### config.mk
export PLATFORM = sky130hd
export DESIGN_NAME = hanoi_move_gen
export DESIGN_NICKNAME = d
export VERILOG_FILES = /design/src/rtl/hanoi_pkg.sv /design/src/rtl/hanoi_mod3.sv /design/src/rtl/hanoi_move_gen.sv
export SDC_FILE = /design/constraint.sdc
export NUM_CORES = 1
export LEC_CHECK = 0
export BUFFER_PORTS_ARGS = -buffer_cell sky130_fd_sc_hd__buf_2
export CAP_MARGIN = 20
export CELL_PAD_IN_SITES_DETAIL_PLACEMENT = 1
export CELL_PAD_IN_SITES_GLOBAL_PLACEMENT = 1
export CORE_MARGIN = 2
export CORE_UTILIZATION = 39
export CTS_CLUSTER_SIZE = 16
export DETAILED_ROUTE_END_ITERATION = 8
export GPL_ROUTABILITY_DRIVEN = 0
export PLACE_DENSITY_LB_ADDON = 0.05
export SYNTH_ARGS = -nofsm -noshare
export SYNTH_HDL_FRONTEND = slang
export SYNTH_SLANG_ARGS = --single-unit
### constraint.sdc
create_clock -name clk_i -period 2.23 [get_ports clk_i]
set_input_delay 0 -clock clk_i [delete_from_list [all_inputs] [get_ports clk_i]]
set_output_delay 0 -clock clk_i [all_outputs]
set_load 0.1 [all_outputs]
### src/rtl/hanoi_pkg.sv
// Shared types and helpers for the Tower-of-Hanoi move sequencer.
package hanoi_pkg;

    typedef logic [1:0] peg_t;

    typedef enum logic [1:0] {
        StIdle,
        StRun,
        StDone
    } gen_state_t;

    localparam peg_t PEG_SRC = 2'd0;
    localparam peg_t PEG_DST = 2'd2;

    function automatic peg_t swap12(input peg_t p);
        peg_t r;
        case (p)
            2'd1:    r = 2'd2;
            2'd2:    r = 2'd1;
            default: r = p;
        endcase
        return r;
    endfunction

endpackage

### src/rtl/hanoi_mod3.sv
// Combinational remainder mod 3: since 4 == 1 (mod 3), summing base-4 digits preserves the residue.
module hanoi_mod3 #(
    parameter int unsigned W = 3
) (
    input  logic [W-1:0] val_i,
    output logic [1:0]   rem_o
);

    localparam int unsigned P  = (W + 1) / 2;
    localparam int unsigned PW = 2 * P;

    logic [PW-1:0] pad;
    logic [7:0]    sum;

    assign pad = PW'(val_i);

    always_comb begin
        sum = '0;
        for (int i = 0; i < int'(P); i++) begin
            sum = sum + 8'(pad[2*i +: 2]);
        end
    end

    assign rem_o = 2'(sum % 8'd3);

endmodule

### src/rtl/hanoi_move_gen.sv
// Closed-form Tower-of-Hanoi move sequencer: emits the 2^S-1 (from, to) moves over a
// valid/ready handshake, derived from the move index alone.
module hanoi_move_gen
    import hanoi_pkg::*;
#(
    parameter int unsigned S = 3
) (
    input  logic                   clk_i,
    input  logic                   rst_ni,
    input  logic                   start_i,
    input  logic                   abort_i,
    output logic                   mv_valid_o,
    input  logic                   mv_ready_i,
    output logic [1:0]             mv_fr_o,
    output logic [1:0]             mv_to_o,
    output logic [$clog2(S+1)-1:0] mv_disk_o,
    output logic [S-1:0]           mv_idx_o,
    output logic                   busy_o,
    output logic                   done_o
);

    localparam int unsigned DW   = $clog2(S + 1);
    localparam bit          Swap = (S % 2) == 0;

    gen_state_t    state_q, state_d;
    logic [S-1:0]  m_q, m_d;
    logic          load;
    logic          hs;
    logic          last;

    peg_t          fr_q, to_q;
    logic [DW-1:0] disk_q;

    logic [S-1:0]  m_dec;
    logic [S-1:0]  and_v;
    logic [S:0]    or_inc;
    peg_t          a_rem, b_rem;
    peg_t          fr_n, to_n;
    logic [DW-1:0] tz;

    assign hs   = mv_valid_o && mv_ready_i;
    assign last = (m_q == {S{1'b1}});

    always_ff @(posedge clk_i or negedge rst_ni) begin
        if (!rst_ni) begin
            state_q <= StIdle;
        end else begin
            state_q <= state_d;
        end
    end

    always_comb begin
        state_d = state_q;
        m_d     = m_q;
        load    = 1'b0;
        unique case (state_q)
            StIdle: begin
                if (start_i) begin
                    state_d = StRun;
                    m_d     = S'(1);
                    load    = 1'b1;
                end
            end
            StRun: begin
                // abort wins over a same-cycle handshake
                if (abort_i) begin
                    state_d = StIdle;
                end else if (hs) begin
                    if (last) begin
                        state_d = StDone;
                    end else begin
                        m_d  = m_q + S'(1);
                        load = 1'b1;
                    end
                end
            end
            StDone:  state_d = StIdle;
            default: state_d = StIdle;
        endcase
    end

    always_comb begin
        mv_valid_o = (state_q == StRun);
        busy_o     = (state_q == StRun);
        done_o     = (state_q == StDone);
    end

    // Move arithmetic is evaluated on the index about to be loaded so outputs stay registered.
    assign m_dec  = m_d - S'(1);
    assign and_v  = m_d & m_dec;
    assign or_inc = {1'b0, m_d | m_dec} + (S+1)'(1);

    hanoi_mod3 #(.W(S)) u_mod3_a (
        .val_i (and_v),
        .rem_o (a_rem)
    );

    hanoi_mod3 #(.W(S + 1)) u_mod3_b (
        .val_i (or_inc),
        .rem_o (b_rem)
    );

    assign fr_n = Swap ? swap12(a_rem) : a_rem;
    assign to_n = Swap ? swap12(b_rem) : b_rem;

    always_comb begin
        tz = '0;
        for (int i = int'(S) - 1; i >= 0; i--) begin
            if (m_d[i]) begin
                tz = DW'(i);
            end
        end
    end

    always_ff @(posedge clk_i or negedge rst_ni) begin
        if (!rst_ni) begin
            m_q    <= '0;
            fr_q   <= '0;
            to_q   <= '0;
            disk_q <= '0;
        end else if (load) begin
            m_q    <= m_d;
            fr_q   <= fr_n;
            to_q   <= to_n;
            disk_q <= tz + DW'(1);
        end
    end

    assign mv_fr_o   = fr_q;
    assign mv_to_o   = to_q;
    assign mv_disk_o = disk_q;
    assign mv_idx_o  = m_q;

endmodule

==> results of run 1 <==
synthesized netlist by cell type, types with 2 or more instances:
library cell	number
nand3_1	3
buf_1	2
buf_2	2
a211oi_1	2
inv_1	3
o22ai_1	2
nand2_1	5
dfrtp_1	11
o21ai_0	2
area by class of cell:
type                    count  area [um2]  share of cell area
well taps                  15        18.8              0.0266
multi-input cells          35         264               0.375
clock buffers               4        26.3              0.0373
inverters                   3        11.3              0.0160
repair buffers             19         108               0.153
flip-flops and latches     11         277               0.393
cells by family (layout without fill, tap and decap cells):
family / Yosys count / count (layout)
adder cells (fa/ha/maj): 1 / 1
AND/OR/NAND/NOR: 17 / 17
buffers and inverters: 8 / 26
flip-flops: 11 / 11
multiplexers: 1 / 1
XOR/XNOR: 1 / 1
AO/OA/AOI/OAI: 15 / 15
sequential cells by signal, summed over array words and instances (netlist names):
register / cells
mv_to_o: 2
mv_fr_o: 2
mv_disk_o: 2
state_q: 2
mv_idx_o: 3
per-layer routing:
metal,share of wire,track usage
met1,0.42,0.235
met4,0.030,0.100
met2,0.50,0.311
met3,0.044,0.0517
met5,0,0
layout by cell type (no fill, tap or decap), drive strengths merged, types with 2 or more instances in the layout:
| master | n |
|---|---|
| o21ai | 2 |
| a211oi | 2 |
| buf | 17 |
| dlygate4sd3 | 2 |
| o22ai | 2 |
| nand3 | 3 |
| dfrtp | 11 |
| inv | 3 |
| nand2 | 5 |
| clkbuf | 4 |
power by group:
part / total (mW) / internal, mW / switching (mW)
Combinational: 0.481 / 0.0919 / 0.389
Clock: 0.145 / 0.0693 / 0.0759
Sequential: 0.267 / 0.235 / 0.0323
Total: 0.893 / 0.396 / 0.497
worst max path at each step:
stage / cells past startpoint / startpoint / end / slack, ps
6_report: 4 / mv_idx_o[0] / mv_to_o[1] / 650
3_5_place_dp: 3 / state_q[1] / mv_fr_o[0] / 680
4_1_cts: 4 / mv_idx_o[0] / mv_to_o[1] / 660
5_1_grt: 4 / mv_idx_o[0] / mv_idx_o[1] / 530
2_1_floorplan: 5 / mv_idx_o[1] / mv_fr_o[0] / 80
3_3_place_gp: 3 / state_q[1] / mv_fr_o[0] / 670
worst reg2reg max path, cell delays in order, from the launching register on:
cell	delay [ps]
dfrtp_2	470
ha_1	290
nand2_1	220
and2_1	330
a311oi_2	140
metrics by stage:
| stage | total power, mW | cells |
|---|---|---|
| floorplan | 0.668 | 54 |
| global placement | 0.741 | 81 |
| detailed placement | 0.746 | 81 |
| CTS | 0.890 | 87 |
| global route | 0.929 | 87 |
| finish | 0.893 | 87 |
what timing repair did:
action	4_1_cts	5_1_grt
hold buffers	2	0
endpoints found under the hold margin	12	0
endpoints found under the setup margin	0	0
resized for setup	0	0
==> metrics.txt, run 1 <==
Final nets=slightly below 80; Clock Skews=a little over 0.9 ps; Synth Area in Compound Gates=0.224; hold depth=3; number of synthesized register bits=11; CTS tree=built; min-delay src=mv_ready_i; global-route wire length before repair=approximately 2600 um; clock network latency to the later pin of the worst-skew pair=approximately 270 ps; Tightest Pin Transition=491 ps; WP buf/inv=0; Seq/Total Area, Yosys=0.478; crit start category=flop; first drt pass iteration count=4; Critical Path RT=around 2400 ps; number of max-cap violations=0; CP delay by family, top=simple AND/OR/NAND/NOR gates; Max Slew Vio Count=0; Synth Area in Simple Gates=0.180; largest net degree at the start of global routing=12; drt total wl=1520 um; final setup violation count=0; crit path cell chain=ha_1, nand2_1, and2_1, a311oi_2; GRT Util Overall=0.194; net count after synthesis=60; vias in the first global route=537; peak fanout along the critical path=8; vias post-DR=507; Clk pin slew, worst setup/hold paths=80 ps; post-synth top area cell=dfrtp_1; Adder-Cell Fraction of Synth Area=0.0217; period utilization=0.708; largest family of logic cells by synthesized area=compound AO/OA/AOI/OAI gates; arrival time worst endpoint=approximately 1700 ps; crit path time final=1580 ps; Post-CTS Setup Inserts=0; setup_tns=0 ps; Hold WC Path Type=input port to flop; EDFF count, synth=0; port bufs=16; Initial Utilization=0.432; RSZ-0062 raised after global routing=no; RR Endpoint=mv_to_o[1]; largest cells by area after synthesis=dfrtp_1, nand2_1, a22o_4; synthesized area=between 500 and 600 um2; Final ANT Viol Nets=0; cell row count=13; Syn Inst Count=54; core area=about 1300 um2; R2R setup slack=between 600 and 700 ps; remaining global-route overflow=0; Worst Hold Slack=25.0 ps; Main synth FF type=dfrtp_1; CP Capture Type=flop; Die ar.=between 1500 and 2000 um2; Cell Pwr Density=1270 nW/um2; relative slew slack=0.675; Setup WS pre-CTS=680 ps; Area Overhead vs Synth=22.4%; clk sinks=11; worst setup margin=between 600 and 700 ps; post-route cell area=slightly above 700 um2; chip height=approximately 42 um; synth warn=0; slowest stage delay, CP=between 400 and 500 ps; Detailed Place HPWL=~1000 um; fraction of layout cells with a size suffix above 1=0.347; Final Hold Fails=0; Max Root-Sink Buffers=2; Synth Area in XOR/XNOR=0.0152; drt wl/cell=about 17 um; CTS Buf Count=3; io pins=17; Async S/R FF share, synth=1.00; antenna violations before repair=0; Leak=roughly 0.32 nW; Placed Area=~660 um2; reg2reg start=mv_idx_o[0]; # DRC=0; Avg Inst Size Synth=~11 um2; post-synthesis mux area share=0.0174; kind of critical path=flop to flop; status=finished, final reports clean; Crit-path slowest cell=dfrtp_2; maximum clock frequency=approximately 0.63 GHz; Iteration-0 DRC Markers=6; CTS root buf=clkbuf_4; fin util=0.528; Die Span X=between 40 and 50 um; Vias/cell=~5.8; worst r2r path cells=4; Max VDD drop=between 0.5 and 0.6 mV; Worst Hold End=state_q[1]; antenna cells=0; Unique masters post-synth=31; Synth top area share=0.478; htree depth=1; fillers=approximately 180
(Power assumes the default switching activity.)
==> run 2, diff against run 1 <==
--- a/config.mk
+++ b/config.mk
@@ -10,7 +10,7 @@
 export CELL_PAD_IN_SITES_DETAIL_PLACEMENT = 1
 export CELL_PAD_IN_SITES_GLOBAL_PLACEMENT = 1
 export CORE_MARGIN = 2
-export CORE_UTILIZATION = 39
+export CORE_UTILIZATION = 33
 export CTS_CLUSTER_SIZE = 16
 export DETAILED_ROUTE_END_ITERATION = 8
 export GPL_ROUTABILITY_DRIVEN = 0
==> constraint.sdc (replaced) <==
create_clock -name clk_i -period 1.4 [get_ports clk_i]
set_input_delay 0 -clock clk_i [delete_from_list [all_inputs] [get_ports clk_i]]
set_output_delay 0 -clock clk_i [all_outputs]
set_load 0.1 [all_outputs]
==> run 2 against run 1 <==
Net effect: clock power rose by 52%; via count fell by 0.20%; combinational power rose by 87%; cell count rose by 10%; clock skew rose by 0.51 ps; sequential cell count did not move; final area rose by 21%; sequential power rose by 61%; hold slack got worse by 8.3 ps; sequential share of layout area fell by 5.9 points; die area rose by 16%; non-clock buffer count rose by 7; largest power group unchanged; highest routed layer unchanged.
==> metrics.txt, run 2 (same netlist as run 1, synthesis figures left out) <==
Vias/cell=approximately 5.3; slowest stage delay, CP=420 ps; GRT Util Overall=0.165; Crit-path slowest cell=dfrtp_1; maximum clock frequency=0.716 GHz; vias post-DR=roughly 500; Die Span X=45.8 um; antenna violations before repair=0; relative slew slack=0.678; cell row count=15; Tightest Pin Transition=487 ps; # DRC=0; drt total wl=1440 um; Iteration-0 DRC Markers=0; chip height=between 40 and 50 um; Initial Utilization=0.341; Max VDD drop=between 1 and 1.5 mV; dpl cells=88; Clk pin slew, worst setup/hold paths=70 ps; CP Capture Type=flop; remaining global-route overflow=0; fillers=around 190; port bufs=16; clk sinks=11; Max Slew Vio Count=0; status=finished, final reports clean; crit path cell chain=or3b_4, a22o_4, a32o_1; vias in the first global route=between 500 and 600; core area=between 1500 and 2000 um2; Die ar.=2090 um2; crit start category=flop; Final nets=86; fraction of layout cells with a size suffix above 1=0.544; Cell Pwr Density=1820 nW/um2; io pins=17; max FFs per register=3; Area Overhead vs Synth=47.8%; kind of critical path=flop to flop; drt wl/cell=15.0 um; CTS root buf=clkbuf_4; Final ANT Viol Nets=0; final setup violation count=0; period utilization=0.997; fin util=0.504; crit path time final=between 1000 and 1500 ps; number of max-cap violations=0; RSZ-0062 raised after global routing=yes; largest net degree at the start of global routing=12; first drt pass iteration count=1; Final Hold Fails=0; Max Root-Sink Buffers=2; clock network latency to the later pin of the worst-skew pair=270 ps; Critical Path RT=1560 ps; post-route insts no fill=96; Hold WC Path Type=input port to flop; CTS tree=built; Detailed Place HPWL=roughly 1000 um; arrival time worst endpoint=1560 ps; Leak=slightly below 0.4 nW; global-route wire length before repair=2390 um; CTS Buf Count=3; most frequent cells in the layout=buf_2, dfrtp_1, buf_4; htree depth=1; most common cell after layout, fill and taps aside=buf_2; Clock Skews=1.44 ps; peak fanout along the critical path=5; antenna cells=0
[run 2: cell count changes in the layout (fill, tap and decap cells not counted), sizes merged]
cell	previous run	this run
buf	17	24
[run 2: timing repair]
action,in CTS,in global routing
hold buffers,2,0
gates resized for setup,1,4
endpoints found under the hold margin,12,0
setup endpoints to repair,2,7
gates cloned,0,0
setup buffers,0,2
pin swaps,0,1
[run 2: cell type report]
class                           count  area, um2  area share
Clock buffer                        4       26.3      0.0309
Timing Repair Buffer               26        194       0.228
Multi-Input combinational cell     35        314       0.369
Inverter                            3       11.3      0.0132
Tap cell                           17       21.3      0.0250
Sequential cell                    11        284       0.334
[run 2: critical path: cells and delay by family (launching register included)]
kind | cells | cell delay [ps]
AOI/OAI and AO/OA | 2 | 460
and+or+nand+nor | 1 | 400
DFF | 1 | 420
[run 2: where the power goes]
part / switching (mW) / internal (mW)
logic: 0.649 / 0.251
registers: 0.0468 / 0.383
clock network: 0.110 / 0.110
[run 2: metrics by stage]
step | hold WS [ps] | worst slack [ps] | cell area [um2] | total power [mW] | TNS [ps]
after floorplan | -296 | -158 | 628 | 1.13 | -416
after global placement | -111 | 12.3 | 768 | 1.31 | 0
after detailed placement | -112 | -29.0 | 768 | 1.31 | -42.3
after CTS | 13.8 | -22.2 | 817 | 1.55 | -43.8
after global routing | 20.3 | -36.1 | 851 | 1.63 | -78.5
final | 16.8 | 4.20 | 851 | 1.55 | 0
[run 2: final timing paths]
kind | startpoint | endpoint | slack (ps) | cells after the start
worst max-delay path | state_q[0] | mv_fr_o[0] | 4 | 3
worst min-delay path | mv_ready_i | state_q[1] | 20 | 3
worst max register to register | state_q[0] | mv_fr_o[0] | 4 | 3
worst min register to register | mv_fr_o[0] | mv_fr_o[0] | 510 | 1
max in group asynchronous | rst_ni | mv_idx_o[0] | 1040 | 2
min in group asynchronous | rst_ni | mv_to_o[0] | 130 | 2
[run 2: layer usage]
metal | vias up | track usage | routed length (um)
met5 | - | 0 | 0
met4 | 0 | 0.0514 | 10
met3 | 2 | 0.0595 | 77
met2 | 15 | 0.251 | 644
met1 | 241 | 0.219 | 706
li1 | 248 | - | -
